[config.mk]
export PLATFORM = sky130hd
export DESIGN_NAME = ef_smsdac_ctrl
export DESIGN_NICKNAME = d
export VERILOG_FILES = /design/src/rtl/ef_smsdac_pkg.sv /design/src/rtl/ef_smsdac_lfsr16.sv /design/src/rtl/ef_smsdac_ctrl.sv
export SDC_FILE = /design/constraint.sdc
export NUM_CORES = 1
export LEC_CHECK = 0
export ABC_AREA = 1
export CAP_MARGIN = 15
export CORE_UTILIZATION = 31
export CTS_CLUSTER_SIZE = 40
export DETAILED_ROUTE_END_ITERATION = 8
export DONT_BUFFER_PORTS = 1
export MAX_ROUTING_LAYER = met4
export PLACE_DENSITY_LB_ADDON = 0.15
export SLEW_MARGIN = 20
export SYNTH_ARGS = -nofsm -noshare
export SYNTH_HDL_FRONTEND = slang
export SYNTH_SLANG_ARGS = --single-unit
[constraint.sdc]
create_clock -name i_clk -period 2.24 [get_ports i_clk]
set_clock_uncertainty 0.2 [all_clocks]
set_input_delay 0.448 -clock i_clk [delete_from_list [all_inputs] [get_ports i_clk]]
set_output_delay 0.448 -clock i_clk [all_outputs]
set_load 0.1 [all_outputs]
[src/rtl/ef_smsdac_pkg.sv]
// Shared types and constants for the segmented mismatch-shaping DAC controller.
package ef_smsdac_pkg;

  // Controller phases: idle, warm-up (whitening), mismatch shaping, midscale mute
  typedef enum logic [1:0] {
    ST_IDLE = 2'd0,
    ST_WARM = 2'd1,
    ST_RUN  = 2'd2,
    ST_MUTE = 2'd3
  } smsdac_state_t;

  // Dither LFSR: seed and feedback taps for x^16+x^14+x^13+x^11+1 (right-shifting form)
  localparam logic [15:0] LFSR_SEED = 16'hACE1;
  localparam logic [15:0] LFSR_TAPS = 16'h002D;

  // Midscale code for a DAC of the given width (MSB set, rest clear)
  function automatic logic [31:0] midscale(input int unsigned bits);
    return 32'd1 << (bits - 1);
  endfunction

endpackage

[src/rtl/ef_smsdac_lfsr16.sv]
// Free-running 16-bit Fibonacci LFSR supplying dither bits; reloads the seed on reset.
module ef_smsdac_lfsr16
  import ef_smsdac_pkg::*;
(
  input  logic        i_clk,
  input  logic        i_rst,
  output logic [15:0] lfsr
);

  logic feedback;

  assign feedback = ^(lfsr & LFSR_TAPS);

  // Shift right every clock, feeding the tap parity into the MSB
  always_ff @(posedge i_clk) begin
    if (i_rst) begin
      lfsr <= LFSR_SEED;
    end else begin
      lfsr <= {feedback, lfsr[15:1]};
    end
  end

endmodule

[src/rtl/ef_smsdac_ctrl.sv]
// Sample-rate controller / scheduler for the segmented mismatch-shaping DAC encoder.
// Optional build macro SMSDAC_CTRL_UFLOW_CNT_EN adds a saturating underflow counter output.
module ef_smsdac_ctrl
  import ef_smsdac_pkg::*;
#(
  parameter int BITS     = 8,
  parameter int NR       = 8,
  parameter int DIVW     = 8,
  parameter int WARM_SMP = 16,
  parameter int MUTE_SMP = 4
) (
  input  logic            i_clk,
  input  logic            i_rst,
  input  logic            i_start,
  input  logic [DIVW-1:0] i_div,
  input  logic            i_shape_en,
  input  logic [BITS-1:0] i_code,
  input  logic            i_valid,
  output logic            o_ready,
  output logic [BITS-1:0] o_code,
  output logic [NR-1:0]   o_r,
  output logic            o_en,
  output logic            o_smp,
  output logic            o_busy,
  output logic            o_uflow,
  input  logic            i_uflow_clr
`ifdef SMSDAC_CTRL_UFLOW_CNT_EN
  ,
  output logic [7:0]      o_uflow_cnt
`endif
);

  localparam logic [31:0]     MID32    = midscale(BITS);
  localparam logic [BITS-1:0] MIDSCALE = MID32[BITS-1:0];
  localparam int WCW = (WARM_SMP > 1) ? $clog2(WARM_SMP) : 1;
  localparam int MCW = (MUTE_SMP > 1) ? $clog2(MUTE_SMP) : 1;

  smsdac_state_t   state_reg;
  logic [DIVW-1:0] cnt_reg;
  logic [DIVW-1:0] div_reg;
  logic [WCW-1:0]  wcnt_reg;
  logic [MCW-1:0]  mcnt_reg;
  logic [15:0]     lfsr;
  logic            tick;
  logic            active;
  logic            accept;
  logic            uflow_set;
  logic            unused_lfsr_bits;

  ef_smsdac_lfsr16 u_lfsr (
    .i_clk (i_clk),
    .i_rst (i_rst),
    .lfsr  (lfsr)
  );

  // Only the low NR bits feed the switching blocks
  assign unused_lfsr_bits = ^lfsr;

  assign tick      = (state_reg != ST_IDLE) && (cnt_reg == '0);
  assign active    = (state_reg == ST_WARM) || (state_reg == ST_RUN);
  assign o_ready   = tick && active;
  assign accept    = o_ready && i_valid;
  assign uflow_set = o_ready && !i_valid;

  // Sample-period divider: tracks i_div while idle, then counts down and reloads the latched period
  always_ff @(posedge i_clk) begin
    if (i_rst) begin
      cnt_reg <= '0;
      div_reg <= '0;
    end else if (state_reg == ST_IDLE) begin
      cnt_reg <= i_div;
      div_reg <= i_div;
    end else if (cnt_reg == '0) begin
      cnt_reg <= div_reg;
    end else begin
      cnt_reg <= cnt_reg - DIVW'(1);
    end
  end

  // Phase sequencer; busy is registered alongside the state it decodes
  always_ff @(posedge i_clk) begin
    if (i_rst) begin
      state_reg <= ST_IDLE;
      wcnt_reg  <= '0;
      mcnt_reg  <= '0;
      o_busy    <= 1'b0;
    end else begin
      case (state_reg)
        ST_IDLE: begin
          wcnt_reg <= '0;
          mcnt_reg <= '0;
          if (i_start) begin
            state_reg <= ST_WARM;
            o_busy    <= 1'b1;
          end
        end
        ST_WARM: begin
          if (tick) begin
            if (!i_start) begin
              state_reg <= ST_MUTE;
              mcnt_reg  <= '0;
            end else if (wcnt_reg == WCW'(WARM_SMP - 1)) begin
              state_reg <= ST_RUN;
            end else begin
              wcnt_reg <= wcnt_reg + WCW'(1);
            end
          end
        end
        ST_RUN: begin
          if (tick && !i_start) begin
            state_reg <= ST_MUTE;
            mcnt_reg  <= '0;
          end
        end
        ST_MUTE: begin
          // i_start is deliberately ignored here: the mute always runs to completion
          if (tick) begin
            if (mcnt_reg == MCW'(MUTE_SMP - 1)) begin
              state_reg <= ST_IDLE;
              o_busy    <= 1'b0;
            end else begin
              mcnt_reg <= mcnt_reg + MCW'(1);
            end
          end
        end
        default: begin
          state_reg <= ST_IDLE;
          o_busy    <= 1'b0;
        end
      endcase
    end
  end

  // Encoder-facing registers update only on sample ticks; o_smp flags the update
  always_ff @(posedge i_clk) begin
    if (i_rst) begin
      o_code <= MIDSCALE;
      o_r    <= '0;
      o_en   <= 1'b0;
      o_smp  <= 1'b0;
    end else begin
      o_smp <= tick;
      if (tick) begin
        o_r  <= lfsr[NR-1:0];
        o_en <= (state_reg == ST_RUN) && i_shape_en;
        if (accept) begin
          o_code <= i_code;
        end else if (state_reg == ST_MUTE) begin
          o_code <= MIDSCALE;
        end
      end
    end
  end

  // Sticky underflow flag; a new underflow beats a simultaneous clear
  always_ff @(posedge i_clk) begin
    if (i_rst) begin
      o_uflow <= 1'b0;
    end else if (uflow_set) begin
      o_uflow <= 1'b1;
    end else if (i_uflow_clr) begin
      o_uflow <= 1'b0;
    end
  end

`ifdef SMSDAC_CTRL_UFLOW_CNT_EN
  // Saturating underflow counter; an underflow during a clear restarts the count at one
  always_ff @(posedge i_clk) begin
    if (i_rst) begin
      o_uflow_cnt <= 8'd0;
    end else if (i_uflow_clr) begin
      o_uflow_cnt <= uflow_set ? 8'd1 : 8'd0;
    end else if (uflow_set && (o_uflow_cnt != 8'd255)) begin
      o_uflow_cnt <= o_uflow_cnt + 8'd1;
    end
  end
`endif

endmodule

After elaboration in Yosys (flattened, before gate mapping)
Index checks and enable logic that the tools add are counted.

Bitwise operators: 0. Mux-type cells: 28. Magnitude comparators: 0. Reduce and logical (&&, ||, !) cells: 22. Div/mod/pow operators: 0. Equality and inequality tests: 15. Shifts and indexed selects: 0. $add $sub $neg: 3. Multiply operators: 0.

Operators with widths (number): $mux W8 (4); $mux W2 (12); $ne A2 B2 Y1 const B (9); $pmux W2 S4 (2); $reduce_xor A16 Y1 (1); $mux W4 (3); $reduce_bool A2 Y1 (5); $logic_not A8 Y1 (1); $pmux W4 S2 (1); $reduce_and A4 Y1 (2); $sub A8 B1 Y8 const B (1); $eq A2 B2 Y1 const B (3); $logic_and A1 B1 Y1 (6); $reduce_and A6 Y1 (1); $mux W1 (5); $reduce_and A5 Y1 (1); $add A4 B1 Y4 const B (1); $eq A4 B4 Y1 const B (1); $ne A3 B2 Y1 const B (1); $add A2 B1 Y2 const B (1); $eq A2 B1 Y1 const B (1); $logic_not A1 Y1 (2); $logic_not A2 Y1 (1); $pmux W1 S2 (1); other kinds (2) (2).

Bits in read-only memories: 0. Bits in latches: 0. Memory bits (writable): 0. Register bits after elaboration: 60. Memories: 0. Bits of input ports: 22.

Depth between registers and ports, before layout
Depth in word-level cells: 6. Mapped depth: 12. Mapped depth without buffers: 12.

Modules after synthesis
Synthesis repeated with hierarchy kept, for this count alone.

Cells, all modules: 331. Area, all modules: 2526.2 sq um.

Modules (own cells, without submodules): ef_smsdac_ctrl (times used 1, cells each 274, sequential area each 880.8 sq um, area an instance 2025.7 sq um); ef_smsdac_lfsr16 (times used 1, cells each 57, sequential area each 320.3 sq um, area an instance 500.5 sq um).

Worst setup path after synthesis
OpenSTA, ideal clock, no wires.

Kind: register to register. Start point: reg state_reg[0]. End point: reg o_code[0]. Stages on the path, launching flop included: 11. Data required time: 1.908 ns. Setup slack: 0.037 ns. Clock period less this slack: 2.203 ns. Arrival: 1.870 ns. Library setup time: 0.132 ns. Cell sequence: dfxtp_1 inv_1 ha_1 inv_1 nand3_4 nor2_4 nand2_2 nand2_1 inv_2 nand2_1 a21oi_1.

Longest elaborated chain between the ends: 6. Elaborated cells on any way between the ends: 11. Those cells by class: 3 x eq/ne; 1 x mux; 7 x reduce/logical.

Ends and longest elaborated chain: from (decl) (RTL line ef_smsdac_ctrl.sv:38) `smsdac_state_t state_reg;`; from (signal assigned) (RTL line ef_smsdac_ctrl.sv:83) `state_reg <= ST_IDLE;`; from (signal assigned) (RTL line ef_smsdac_ctrl.sv:93) `state_reg <= ST_WARM;`; from (signal assigned) (RTL line ef_smsdac_ctrl.sv:100) `state_reg <= ST_MUTE;`; $eq A2 B1 Y1, or another cell as far along (RTL line ef_smsdac_ctrl.sv:60) `assign active = (state_reg == ST_WARM) || (state_reg == ST_RUN);`; $logic_or A1 B1 Y1 / $logic_and A1 B1 Y1 (equally long branches) (RTL line ef_smsdac_ctrl.sv:60, ef_smsdac_ctrl.sv:59); $logic_and A1 B1 Y1 * (RTL line ef_smsdac_ctrl.sv:61) `assign o_ready = tick && active;`; net o_ready (RTL line ef_smsdac_ctrl.sv:19) `output logic o_ready,`; $logic_and A1 B1 Y1 * (RTL line ef_smsdac_ctrl.sv:62) `assign accept = o_ready && i_valid;`; $reduce_bool A2 Y1 (no line); $reduce_and A2 Y1 (no line); to (signal assigned) (RTL line ef_smsdac_ctrl.sv:147) `o_code <= i_code;`; to (decl) (RTL line ef_smsdac_ctrl.sv:20) `output logic [BITS-1:0] o_code,`.

The timed path passes the listed nets; every way through them passes the cells marked *. A chain may end at the register's enable or synchronous reset.

Final worst setup path
Start point: reg state_reg[1]. End point: out o_ready.

Longest elaborated chain between the ends: 3. Elaborated cells on any way between the ends: 6. Those cells by class: 2 x eq/ne; 4 x reduce/logical.

Ends and longest elaborated chain (RTL line): $eq A2 B1 Y1, or another cell as far along (ef_smsdac_ctrl.sv:60); $logic_or A1 B1 Y1 / $logic_and A1 B1 Y1 (equally long branches) (ef_smsdac_ctrl.sv:60, ef_smsdac_ctrl.sv:59); $logic_and A1 B1 Y1 * (ef_smsdac_ctrl.sv:61); to (decl) (ef_smsdac_ctrl.sv:19).

Mark *: on every way between the ends. The rest lies on a longest branch, timed or not.

==> results.txt <==
CTS tree - built
CP Data Arrival Time - 1.46 ns
Setup_tns - 0 ns
Compound-Gate Fraction of Synth Area - 13.2%
Final Hold Fails - 0
# diodes - 0
PD cells - 1480 mW/mm2
Die area - 0.00832 mm2
Worst slew margin - 62.6%
Mux share of post-synthesis cell area - 0%
Worst reg2reg startpoint - state_reg[0]
Final instance area - 0.00298 mm2
Post-Syn Area - 0.00247 mm2
Max Root-Sink Buffers - 2
Hold Path Class - primary input to flop
Crit path kind - flop to output pin
DR pass1 iterations - 4
Async set or reset register ratio after synthesis - 0%
Tcrit/Tclk final - 94.2%
Die Span Y - 91.2 um
Synth cell types - 29
Buf/Inv on CP - 3
Max reg flops - 16
Clock root cell - clkbuf_8
Number of synthesis warnings - 0
Clock transition at path regs - 0.07 ns
Finished Core Util - 38.5%
Register area share after synthesis - 48.7%
FF+latch count, synth - 60
Register-to-register setup slack - 0.34 ns
PortBufs - 0
Reg with most FFs - u_lfsr.lfsr
Boundary Pins - 43
Vias per cell - 4.45
Post-route minimum period - 2.11 ns
Slew Limit Fails - 0
Nets@finish - 373
Switching power of the nets - 2000 uW
Routed WL per cell - 12.0 um
Grt ovf - 0
Worst hold stages - 1
Largest family of logic cells by synthesized area - simple AND/OR/NAND/NOR gates
Combinational share of power - 47.5%
CTS HTree Levels - 3
Final Setup Violations - 0
Vias - 1992
DRC - 0
Status - finished clean
Overall power - 4410 uW
Switching Fraction - 45.3%
Cells after synthesis - 314
Int Power - 2410 uW
DRT iter0 DRCs - 85
Vias in the first global route - 1999
Hold EP - u_lfsr.lfsr[10]
Crit path max fanout - 4
GPL Wtd Cong - 0.768
CP top delay family - flip-flops
Initial Util - 31.9%
CTS Sinks - 60
Clock group share of total power - 20.7%
Critical path depth in cells - 5
Peak Freq - 474 MHz
Worst slew pin tran - 0.558 ns
Ys flop type - dfxtp_1
Initial antenna violation count - 0
Most frequent CP cell - inv_1
First-pass GRT wire length - 9.29 mm
Max incr delay on CP - 0.36 ns
Clock Latency Late Sink - 0.33 ns
Placed inst area - 0.00274 mm2
Routed WL - 5.39 mm
Critical R2R Capture - state_reg[1]
Tot GR Track Use - 14.7%
Worst reg-to-reg path cell count - 12
Hold path start - i_rst
RSZ-0062 raised after global routing - no
Max Cap Viol - 0
Area delta synth->final - 20.5%
Flop pwr share - 31.8%
Final ANT Viol Nets - 0
Slowest CP cell - dfxtp_1
Syn Area/Cell - 7.86 um2
Cts bufs inserted - 9
Core region area - 0.00773 mm2
Critical path required time - 1.59 ns
Worst Setup End Kind - output pin
Most frequent cells in the layout - nand2_1, dfxtp_1, a21oi_1, inv_1, buf_4
Area share of xor/xnor cells in the synthesized design - 2.84%
Row count - 32
Crit-path cells - inv_1 > ha_1 > inv_1 > nor2_4 > buf_12
Adder-cell share of the synthesized area - 4.05%
CP Launch Type - flop
Commonest non-fill, non-tap cell in the layout - nand2_1
DP HPWL - 3.47 mm
Post-Synth Simple-Gate Area - 23.5%
Layout cell share with drive strength beyond 1 - 20.5%
Worst setup path start - state_reg[1]
Pin count of the biggest net entering global routing - 37
Worst vdd ir - 0.581 mV
Lkg Pwr - 0.00135 uW
Horiz. Die Dim - 91.2 um
EDFF count, synth - 0
Post-Syn Nets - 344
layout make-up:
| cell class | count | area, um2 |
|---|---|---|
| multi-input combinational | 206 | 1080 |
| inverter | 38 | 146 |
| clock inverter | 5 | 55.1 |
| tap | 102 | 128 |
| timing repair buffer | 28 | 240 |
| clock buffer | 9 | 124 |
| sequential | 60 | 1200 |
| fill | 826 | 4750 |
stage by stage:
stage / hold slack, ns / cells / setup WS [ns]
3_5_place_dp: 0.197 / 429 / 0.255
6_report: 0.0226 / 448 / 0.131
5_1_grt: 0.000323 / 448 / 0.0127
4_1_cts: 0.000587 / 446 / 0.00436
2_1_floorplan: 0.188 / 314 / 0.0373
3_3_place_gp: 0.190 / 429 / 0.287
synthesized netlist by cell type (5+ instances only):
library cell	number	share of area (%)
a21oi_1	37	7.5
clkbuf_1	6	0.91
dfxtp_1	60	49
ha_1	8	4.1
inv_1	29	4.4
inv_2	6	0.91
nand2_1	74	11
nand2_2	5	1.3
nand3_1	14	2.8
nor2_1	22	3.3
o21ai_0	19	3.9
or2_2	5	1.3
xor2_1	6	2.1
power by group through the flow:
| stage | registers, uW | logic [uW] | clock network, uW |
|---|---|---|---|
| 4_1_cts | 1400 | 2120 | 956 |
| 6_report | 1400 | 2100 | 912 |
| 3_5_place_dp | 1420 | 2060 | 0 |
| 2_1_floorplan | 1870 | 1190 | 0 |
| 5_1_grt | 1430 | 2350 | 999 |
| 3_3_place_gp | 1420 | 2060 | 0 |
how the worst max path moves through the flow:
stage / end / slack [ns]
after detailed placement: o_ready / 0.25
final: o_ready / 0.13
after global placement: o_ready / 0.29
after floorplan: o_code[0] / 0.04
after global routing: o_ready / 0.01
after CTS: o_ready / 0.004
cells by family (layout without fill, tap and decap cells):
group,count (synthesis),after routing
adder cells (fa/ha/maj),8,8
AO/OA/AOI/OAI,62,62
buffers and inverters,48,80
XOR/XNOR,8,8
flip-flops,60,60
AND/OR/NAND/NOR,128,128
routing by layer:
metal | track usage, % | up-vias | wire [um]
li1 | - | 1051 | -
met1 | 18.0 | 902 | 2660
met4 | 4.76 | 0 | 59
met3 | 6.45 | 4 | 323
met5 | - | - | 0
met2 | 21.5 | 35 | 2350
repair_timing:
item | CTS | global route
pin swaps | 2 | 2
endpoints found under the hold margin | 36 | 1
hold buffers | 1 | 2
setup endpoints to repair | 1 | 1
resized for setup | 1 | 4
setup buffers | 2 | 0
No activity file was read; power rests on OpenSTA's default activity.
